===== config.mk =====
export PLATFORM = sky130hd
export DESIGN_NAME = pipeline_sequencer_flat
export DESIGN_NICKNAME = d
export VERILOG_FILES = /design/src/rtl/pipe_pkg.sv /design/src/rtl/pipeline_sequencer_if.sv /design/src/rtl/pipe_scoreboard.sv /design/src/rtl/pipeline_sequencer.sv /design/src/flat_wrapper.sv
export SDC_FILE = /design/constraint.sdc
export NUM_CORES = 1
export LEC_CHECK = 0
export BUFFER_PORTS_ARGS = -buffer_cell sky130_fd_sc_hd__buf_4
export CAP_MARGIN = 15
export CORE_MARGIN = 2
export CORE_UTILIZATION = 30
export CTS_CLUSTER_SIZE = 25
export DETAILED_ROUTE_END_ITERATION = 8
export PLACE_DENSITY = 0.55
export SYNTH_ARGS = -nofsm -noshare
export SYNTH_HDL_FRONTEND = slang
export SYNTH_SLANG_ARGS = --single-unit

===== constraint.sdc =====
create_clock -name clock -period 3.2 [get_ports clock]
set_clock_uncertainty 0.05 [all_clocks]
set_input_delay 0.64 -clock clock [delete_from_list [all_inputs] [get_ports clock]]
set_output_delay 0.64 -clock clock [all_outputs]
set_load 0.02 [all_outputs]

===== src/rtl/pipe_pkg.sv =====
// ============================================================================
// Module : pipe_pkg
// Brief  : Opcode map, FSM state encoding and operand-class helper functions,
//          shared between the issue controller and the decoder.
// Rev    : 1.0  initial release
// ============================================================================
`default_nettype none

package pipe_pkg;

  localparam logic [5:0] OP_ADD = 6'h00;
  localparam logic [5:0] OP_SUB = 6'h01;
  localparam logic [5:0] OP_LI  = 6'h02;
  localparam logic [5:0] OP_SHL = 6'h03;
  localparam logic [5:0] OP_SHR = 6'h04;
  localparam logic [5:0] OP_AND = 6'h05;
  localparam logic [5:0] OP_OR  = 6'h06;
  localparam logic [5:0] OP_XOR = 6'h07;
  localparam logic [5:0] OP_MOV = 6'h08;
  localparam logic [5:0] OP_ADI = 6'h09;
  localparam logic [5:0] OP_MUL = 6'h0A;
  localparam logic [5:0] OP_BR  = 6'h0B;
  localparam logic [5:0] OP_BNE = 6'h0C;
  localparam logic [5:0] OP_HLT = 6'h0D;
  localparam logic [5:0] OP_NOP = 6'h0E;

  typedef enum logic [2:0] {
    S_IDLE    = 3'd0,
    S_RUN     = 3'd1,
    S_BR_WAIT = 3'd2,
    S_FLUSH   = 3'd3,
    S_DRAIN   = 3'd4,
    S_HALT    = 3'd5
  } state_e;

  function automatic logic writes_rd(input logic [5:0] op);
    case (op)
      OP_ADD, OP_SUB, OP_LI, OP_SHL, OP_SHR, OP_AND,
      OP_OR, OP_XOR, OP_MOV, OP_ADI, OP_MUL: return 1'b1;
      default:                               return 1'b0;
    endcase
  endfunction

  function automatic logic rd_rs(input logic [5:0] op);
    return (writes_rd(op) && (op != OP_LI)) || (op == OP_BNE);
  endfunction

  function automatic logic rd_rt(input logic [5:0] op);
    case (op)
      OP_ADD, OP_SUB, OP_AND, OP_OR, OP_XOR, OP_MUL, OP_BNE: return 1'b1;
      default:                                              return 1'b0;
    endcase
  endfunction

  function automatic logic is_branch(input logic [5:0] op);
    return (op == OP_BR) || (op == OP_BNE);
  endfunction

endpackage

`default_nettype wire


===== src/rtl/pipeline_sequencer_if.sv =====
// ============================================================================
// Module : pipeline_sequencer_if
// Brief  : Fetch/writeback/branch handshake bundle between the pipeline
//          datapath (master) and the issue controller (slave).
// Rev    : 1.0  initial release
// ============================================================================
`default_nettype none

interface pipeline_sequencer_if #(
  parameter int NREG  = 32,
  parameter int CNT_W = 16
);

  logic                    start;
  logic [31:0]             instr;
  logic                    instr_valid;
  logic                    wb_valid;
  logic [$clog2(NREG)-1:0] wb_rd;
  logic                    br_resolve;
  logic                    br_taken;

  logic                    pc_en;
  logic                    issue;
  logic                    bubble;
  logic                    flush;
  logic                    halted;
  logic [CNT_W-1:0]        stall_cnt;
  logic [CNT_W-1:0]        flush_cnt;

  modport master (
    output start, instr, instr_valid, wb_valid, wb_rd, br_resolve, br_taken,
    input  pc_en, issue, bubble, flush, halted, stall_cnt, flush_cnt
  );

  modport slave (
    input  start, instr, instr_valid, wb_valid, wb_rd, br_resolve, br_taken,
    output pc_en, issue, bubble, flush, halted, stall_cnt, flush_cnt
  );

endinterface

`default_nettype wire


===== src/rtl/pipe_scoreboard.sv =====
// ============================================================================
// Module : pipe_scoreboard
// Brief  : Pending-write vector, one bit per architectural register. Reads
//          see this cycle's writeback clear so a retiring value never stalls.
// Rev    : 1.0  initial release
// ============================================================================
`default_nettype none

module pipe_scoreboard #(
  parameter int NREG = 32
) (
  input  logic                    clock,
  input  logic                    reset_n,
  input  logic                    set_en,
  input  logic [$clog2(NREG)-1:0] set_idx,
  input  logic                    clr_en,
  input  logic [$clog2(NREG)-1:0] clr_idx,
  input  logic [$clog2(NREG)-1:0] rd_idx_a,
  input  logic [$clog2(NREG)-1:0] rd_idx_b,
  output logic                    pend_a,
  output logic                    pend_b,
  output logic                    empty_nxt
);

  logic [NREG-1:0] sb_q;
  logic [NREG-1:0] sb_d;
  logic [NREG-1:0] set_vec;
  logic [NREG-1:0] clr_vec;
  logic [NREG-1:0] sb_eff;

  // Set is OR-ed in after the clear, so an issue and a retire to the same
  // register in one cycle leave it pending.
  always_comb begin
    set_vec = '0;
    clr_vec = '0;
    if (set_en) set_vec[set_idx] = 1'b1;
    if (clr_en) clr_vec[clr_idx] = 1'b1;
    sb_eff = sb_q & ~clr_vec;
    sb_d   = sb_eff | set_vec;
  end

  always_ff @(posedge clock or negedge reset_n) begin
    if (!reset_n) sb_q <= '0;
    else          sb_q <= sb_d;
  end

  assign pend_a    = sb_eff[rd_idx_a];
  assign pend_b    = sb_eff[rd_idx_b];
  assign empty_nxt = (sb_eff == '0);

endmodule

`default_nettype wire


===== src/rtl/pipeline_sequencer.sv =====
// ============================================================================
// Module : pipeline_sequencer
// Brief  : Issue controller: RAW-hazard stalls, branch hold/flush, HLT drain.
//          PIPE_SEQ_PERF_EN builds the saturating stall/flush counters.
// Rev    : 1.0  initial release
// ============================================================================
`default_nettype none

module pipeline_sequencer
  import pipe_pkg::*;
#(
  parameter int NREG  = 32,
  parameter int CNT_W = 16
) (
  input  logic                 clock,
  input  logic                 reset_n,
  pipeline_sequencer_if.slave  bus
);

  localparam int IDX_W = $clog2(NREG);

  state_e           state_q;
  state_e           state_d;
  logic             halted_q;

  logic [5:0]       op;
  logic [IDX_W-1:0] rs;
  logic [IDX_W-1:0] rt;
  logic [IDX_W-1:0] rd;
  logic             pend_rs;
  logic             pend_rt;
  logic             sb_empty_nxt;

  logic             pc_en;
  logic             issue;
  logic             bubble;
  logic             flush;
  logic             hazard;
  logic             flush_hit;
  logic             set_en;

  assign op = bus.instr[31:26];
  assign rs = bus.instr[21 +: IDX_W];
  assign rt = bus.instr[16 +: IDX_W];
  assign rd = bus.instr[11 +: IDX_W];

  logic unused_instr_bits;
  assign unused_instr_bits = ^bus.instr[10:0];

  pipe_scoreboard #(
    .NREG (NREG)
  ) u_scoreboard (
    .clock     (clock),
    .reset_n   (reset_n),
    .set_en    (set_en),
    .set_idx   (rd),
    .clr_en    (bus.wb_valid),
    .clr_idx   (bus.wb_rd),
    .rd_idx_a  (rs),
    .rd_idx_b  (rt),
    .pend_a    (pend_rs),
    .pend_b    (pend_rt),
    .empty_nxt (sb_empty_nxt)
  );

  always_comb begin
    state_d   = state_q;
    pc_en     = 1'b0;
    issue     = 1'b0;
    bubble    = 1'b0;
    flush     = 1'b0;
    hazard    = 1'b0;
    flush_hit = 1'b0;
    set_en    = 1'b0;

    case (state_q)
      S_IDLE: begin
        if (bus.start) state_d = S_RUN;
      end

      S_RUN: begin
        hazard = bus.instr_valid &
                 ((rd_rs(op) & pend_rs) | (rd_rt(op) & pend_rt));
        if (hazard) begin
          bubble = 1'b1;
        end else if (bus.instr_valid) begin
          issue  = 1'b1;
          pc_en  = 1'b1;
          set_en = writes_rd(op);
          if (is_branch(op))      state_d = S_BR_WAIT;
          else if (op == OP_HLT)  state_d = S_DRAIN;
        end else begin
          pc_en  = 1'b1;
          bubble = 1'b1;
        end
      end

      S_BR_WAIT: begin
        bubble = 1'b1;
        if (bus.br_resolve) begin
          if (bus.br_taken) begin
            state_d   = S_FLUSH;
            flush_hit = 1'b1;
          end else begin
            state_d = S_RUN;
          end
        end
      end

      // Fetch of the branch target overlaps the discard of wrong-path work.
      S_FLUSH: begin
        flush   = 1'b1;
        bubble  = 1'b1;
        pc_en   = 1'b1;
        state_d = S_RUN;
      end

      S_DRAIN: begin
        bubble = 1'b1;
        if (sb_empty_nxt) state_d = S_HALT;
      end

      S_HALT: begin
        if (bus.start) state_d = S_RUN;
      end

      default: state_d = S_IDLE;
    endcase
  end

  always_ff @(posedge clock or negedge reset_n) begin
    if (!reset_n) begin
      state_q  <= S_IDLE;
      halted_q <= 1'b0;
    end else begin
      state_q  <= state_d;
      halted_q <= (state_d == S_HALT);
    end
  end

  assign bus.pc_en  = pc_en;
  assign bus.issue  = issue;
  assign bus.bubble = bubble;
  assign bus.flush  = flush;
  assign bus.halted = halted_q;

`ifdef PIPE_SEQ_PERF_EN
  logic [CNT_W-1:0] stall_cnt_q;
  logic [CNT_W-1:0] stall_cnt_d;
  logic [CNT_W-1:0] flush_cnt_q;
  logic [CNT_W-1:0] flush_cnt_d;

  // Saturate rather than wrap so a long run never reports a tiny count.
  always_comb begin
    stall_cnt_d = stall_cnt_q;
    flush_cnt_d = flush_cnt_q;
    if (hazard && (stall_cnt_q != '1))    stall_cnt_d = stall_cnt_q + CNT_W'(1);
    if (flush_hit && (flush_cnt_q != '1)) flush_cnt_d = flush_cnt_q + CNT_W'(1);
  end

  always_ff @(posedge clock or negedge reset_n) begin
    if (!reset_n) begin
      stall_cnt_q <= '0;
      flush_cnt_q <= '0;
    end else begin
      stall_cnt_q <= stall_cnt_d;
      flush_cnt_q <= flush_cnt_d;
    end
  end

  assign bus.stall_cnt = stall_cnt_q;
  assign bus.flush_cnt = flush_cnt_q;
`else
  logic unused_perf;
  assign unused_perf   = hazard ^ flush_hit;
  assign bus.stall_cnt = '0;
  assign bus.flush_cnt = '0;
`endif

endmodule

`default_nettype wire


===== src/flat_wrapper.sv =====
// flat-port wrapper written by rule: the top's interface ports become plain ports
module pipeline_sequencer_flat import pipe_pkg::*;
#(
  parameter int NREG  = 32,
  parameter int CNT_W = 16
)
  (clock, reset_n, bus_start, bus_instr, bus_instr_valid, bus_wb_valid, bus_wb_rd, bus_br_resolve, bus_br_taken, bus_pc_en, bus_issue, bus_bubble, bus_flush, bus_halted, bus_stall_cnt, bus_flush_cnt);
  pipeline_sequencer_if #(.NREG(NREG), .CNT_W(CNT_W)) bus_i ();
  input  logic clock;
  input  logic reset_n;
  input wire logic [$bits(bus_i.start)-1:0] bus_start;
  input wire logic [$bits(bus_i.instr)-1:0] bus_instr;
  input wire logic [$bits(bus_i.instr_valid)-1:0] bus_instr_valid;
  input wire logic [$bits(bus_i.wb_valid)-1:0] bus_wb_valid;
  input wire logic [$bits(bus_i.wb_rd)-1:0] bus_wb_rd;
  input wire logic [$bits(bus_i.br_resolve)-1:0] bus_br_resolve;
  input wire logic [$bits(bus_i.br_taken)-1:0] bus_br_taken;
  output wire logic [$bits(bus_i.pc_en)-1:0] bus_pc_en;
  output wire logic [$bits(bus_i.issue)-1:0] bus_issue;
  output wire logic [$bits(bus_i.bubble)-1:0] bus_bubble;
  output wire logic [$bits(bus_i.flush)-1:0] bus_flush;
  output wire logic [$bits(bus_i.halted)-1:0] bus_halted;
  output wire logic [$bits(bus_i.stall_cnt)-1:0] bus_stall_cnt;
  output wire logic [$bits(bus_i.flush_cnt)-1:0] bus_flush_cnt;
  assign bus_i.start = bus_start;
  assign bus_i.instr = bus_instr;
  assign bus_i.instr_valid = bus_instr_valid;
  assign bus_i.wb_valid = bus_wb_valid;
  assign bus_i.wb_rd = bus_wb_rd;
  assign bus_i.br_resolve = bus_br_resolve;
  assign bus_i.br_taken = bus_br_taken;
  assign bus_pc_en = bus_i.pc_en;
  assign bus_issue = bus_i.issue;
  assign bus_bubble = bus_i.bubble;
  assign bus_flush = bus_i.flush;
  assign bus_halted = bus_i.halted;
  assign bus_stall_cnt = bus_i.stall_cnt;
  assign bus_flush_cnt = bus_i.flush_cnt;
  pipeline_sequencer #(.NREG(NREG), .CNT_W(CNT_W)) u_core (.clock(clock), .reset_n(reset_n), .bus(bus_i));
endmodule

==> run summary <==
The flow ran to the end, but the final reports show violations. The checks that failed: negative setup slack. In the final design database the tool counted 553 nets.

The top achievable clock speed is 0.294 GHz. The total power of the final layout is 1.67 mW. Subtracting the final worst setup slack from the clock period gives 3.40 ns. Each instance of the synthesized netlist takes up on average 8.53 sq um.

The prevailing post-synth register cell is dfrtp_1. Using the TritonRoute via totals, the vias-per-cell ratio works out to 5.69. The worst setup path is captured at an output pin.

In this run, synthesis inferred 0 flip-flops with an integrated enable. The CTS buffer count is 5. The number of placed I/O pins is 81. After synthesis, the largest area contributor takes up 25.1% of total cell area.

The number of sinks on the clock net came out at 36. Once detailed placement completed, the half-perimeter wirelength came to 9540 um. The initial antenna violation count came out at 0. The initial standard-cell utilization of the core came out at 31.1%. The critical path data arrival time is 2.71 ns. Cells with a size suffix above 1 make up 32.4% of the layout. The synthesis-to-finish area growth is 29.7%. Of all cell types, the one taking the most synthesized area is dfrtp_1.

The floorplan step set the die width to 113 um. The routed wire length came out at 12,200 um. For this block, the via count after detailed routing is 3,715. The global-route wire length before repair is 19,100 um. The cell leakage power came out at 1.95 nW. The synthesized area came out at 3590 sq um.

The summed area of non-filler cells in the final layout is 4660 sq um. The synthesized instance count is 421. The most common library cell in the layout ignoring fill and taps is buf_4.

Setup repair after global routing could not meet its margin everywhere. In this run the clock root is driven by a clkbuf_16. The post-route fraction of the period consumed by the critical path came out at 106%. The power per cell area is 358 nW/um^2. The minimum setup slack after placement came out at -0.342 ns.

The worst setup path is launched from an input port. The setup path with the least slack is of type input port to output pin. Global routing used 19.1% of the available tracks across all layers. The hold violation count in the final report is 0. The critical path required time is 2.51 ns. By area the synthesized netlist is led by dfrtp_1 (25%), buf_4 (7.9%), o31ai_1 (6.7%). The final-report setup violation count came out at 3. The sequential cells in the finished layout cover a total of 901 sq um.

The placed instances occupy a cell area of 4340 sq um. The maximum fanout along the worst path came out at 4. The synthesized netlist contains 68 unique library cells.

Traced cell by cell, the critical path runs through buf_8 -> or4b_4 -> buf_4 -> nor4_1 -> o21ai_1 -> a31oi_4 -> nand3_4 -> a221o_1 -> buf_6. The master of the slowest instance on the critical path is or4b_4. The number of cells on the worst reg-to-reg path is 8.

The final cell utilization of the core came out at 40.3%. Across the VDD grid, the largest voltage drop is 0.000212 V. Leaving out fill and tap cells, the most frequent cells in the layout are buf_4 (104), dfrtp_1 (36), o21ai_0 (33). The number of buffer and inverter stages on the critical path came out at 3. After detailed routing, the average wire length per cell comes to 18.8 um. The region available for standard cell placement spans 11,600 sq um. The die boundary height is 113 um. The proportion of synthesized flip-flops having asynchronous set or reset came out at 100%.

The first routing iteration left 322 violations. The count of hold buffers inserted by post-cts repair came out at 0. The worst-case setup margin in the final layout is -0.200 ns. The reg-to-reg endpoint is u_core.u_scoreboard.sb_q[1].

The total congestion overflow after global routing came out at 0. Measured against its own limit, the worst slew margin works out to 65.8%. The sequential-to-total area share from yosys stat is 25.1%. The startpoint of the worst register-to-register path is u_core.u_scoreboard.sb_q[19].

The multi-input logic area is 2450 sq um. The count of nets left with antenna violations once routing finished came out at 0. After filler insertion, the fill cell instance count of the layout stands at 1,158.

The area enclosed by the die boundary came out at 12,900 sq um. The number of synthesized register bits came out at 36. The number of buffers between clock root and the deepest sink came out at 2. The clock transition at the registers of the reported paths is 0.05 ns.

The number of buffers added on ports is 37. The count of final max-slew check failures came out at 0. The row count came out at 39. Max-cap violations in this run came to 0. The largest incremental delay on the critical path came out at 0.53 ns. The transition time at the pin with the least slew margin is 0.510 ns. The via count of the first global-routing pass was 3,569. The path class of the tightest hold or removal check is input port to async pin. The number of H-tree branching levels is 2. At the later pin of the worst-skew pair, clock insertion delay measures 0.28 ns. Setup slack on the worst reg-to-reg path comes out at 0.66 ns. TritonCTS built the clock tree. The repair_antennas step left the layout with diodes totalling 0. The cell family contributing the most delay on the critical path is simple AND/OR/NAND/NOR gates.

Entering global routing, the biggest net connects 37 pins. After detailed routing, the number of remaining DRC violations is 0. The first detailed-routing pass took 5 iterations.

The Yosys step of the flow raised 0 warnings. The congestion estimate from routability-driven global placement came to 0.955.
-- cells in the mapped netlist, types with 4 or more instances --
cell	count
mux2i_1	19
clkbuf_1	11
buf_1	6
nor3b_1	4
o2111ai_1	4
a21oi_1	4
a22oi_1	4
nor3_1	13
nor2b_1	8
xnor2_1	4
nand2_1	18
buf_2	6
o21ai_0	36
o311ai_0	4
o31ai_1	32
nand4_1	6
nand2b_1	5
a32oi_1	4
a31oi_1	8
buf_4	38
o211ai_1	7
inv_1	15
a311oi_1	4
dfrtp_1	36
nor2_1	19
nand3_1	17
mux2_2	18
-- metal layers --
metal	up-vias	GRT usage, %	routed length [um]
li1	1745	-	-
met1	1784	26.5	5590
met2	158	28.7	5460
met3	28	3.77	795
met4	0	8.78	400
met5	-	0	0
-- worst reg2reg max path: stages (launching register included) --
cell and delay (ns):
dfrtp_1 0.43, mux4_2 0.52, a21oi_1 0.18, o221ai_1 0.13, and4_1 0.24, a31oi_4 0.21, nand3_4 0.11, buf_4 0.24
o31ai_1 0.32
-- stage by stage --
stage | setup TNS [ns] | instances | hold slack (ns)
3_5_place_dp | -0.856 | 640 | 0.449
4_1_cts | -0.569 | 650 | 0.274
6_report | -0.419 | 653 | 0.258
3_3_place_gp | -0.710 | 640 | 0.443
5_1_grt | -0.656 | 653 | 0.288
2_1_floorplan | -0.0164 | 452 | 0.294
-- area by class of cell --
| type | count | area share (%) |
|---|---|---|
| Tap cell | 143 | 3.84 |
| Clock buffer | 6 | 2.98 |
| Multi-Input combinational cell | 337 | 52.7 |
| Clock inverter | 2 | 0.215 |
| Sequential cell | 36 | 19.3 |
| Timing Repair Buffer | 114 | 19.7 |
| Inverter | 15 | 1.21 |
-- logic make-up (layout without fill, tap and decap cells) --
| group | after synthesis | count (layout) | share of synthesized area (%) |
|---|---|---|---|
| other | 1 | 32 | 0.104 |
| DFF | 36 | 36 | 25.1 |
| muxes | 40 | 40 | 12.5 |
| AOI/OAI and AO/OA | 139 | 139 | 27.6 |
| buffers and inverters | 79 | 137 | 13.1 |
| adders and majority gates | 1 | 1 | 0.279 |
| and+or+nand+nor | 118 | 118 | 19.6 |
| xor gates and xnor gates | 7 | 7 | 1.71 |
-- worst max path at each step --
stage          cells after the start  slack (ns)           from          to
2_1_floorplan                      9       -0.02  bus_instr[16]  bus_bubble
3_3_place_gp                      10       -0.29  bus_instr[16]  bus_bubble
3_5_place_dp                       9       -0.34  bus_instr[16]  bus_bubble
4_1_cts                            9       -0.23   bus_wb_rd[3]  bus_bubble
5_1_grt                           12       -0.27   bus_wb_rd[3]  bus_bubble
6_report                           9       -0.20   bus_wb_rd[3]  bus_bubble
-- registers in the layout, summed over array words and instances (netlist names) --
name	flops
u_core.bus.halted	1
u_core.state_q	3
u_core.u_scoreboard.sb_q	32
-- power by group --
group          switching (mW)  internal, mW
Clock                   0.175         0.306
Sequential             0.0771         0.502
Combinational           0.331         0.275
-- repair_timing --
item	CTS	global route
buffers inserted	2	3
gates resized for setup	13	19
endpoints found under the setup margin	3	3
gates cloned	0	0
pin swaps	8	11
No activity file was read; power rests on OpenSTA's default activity.
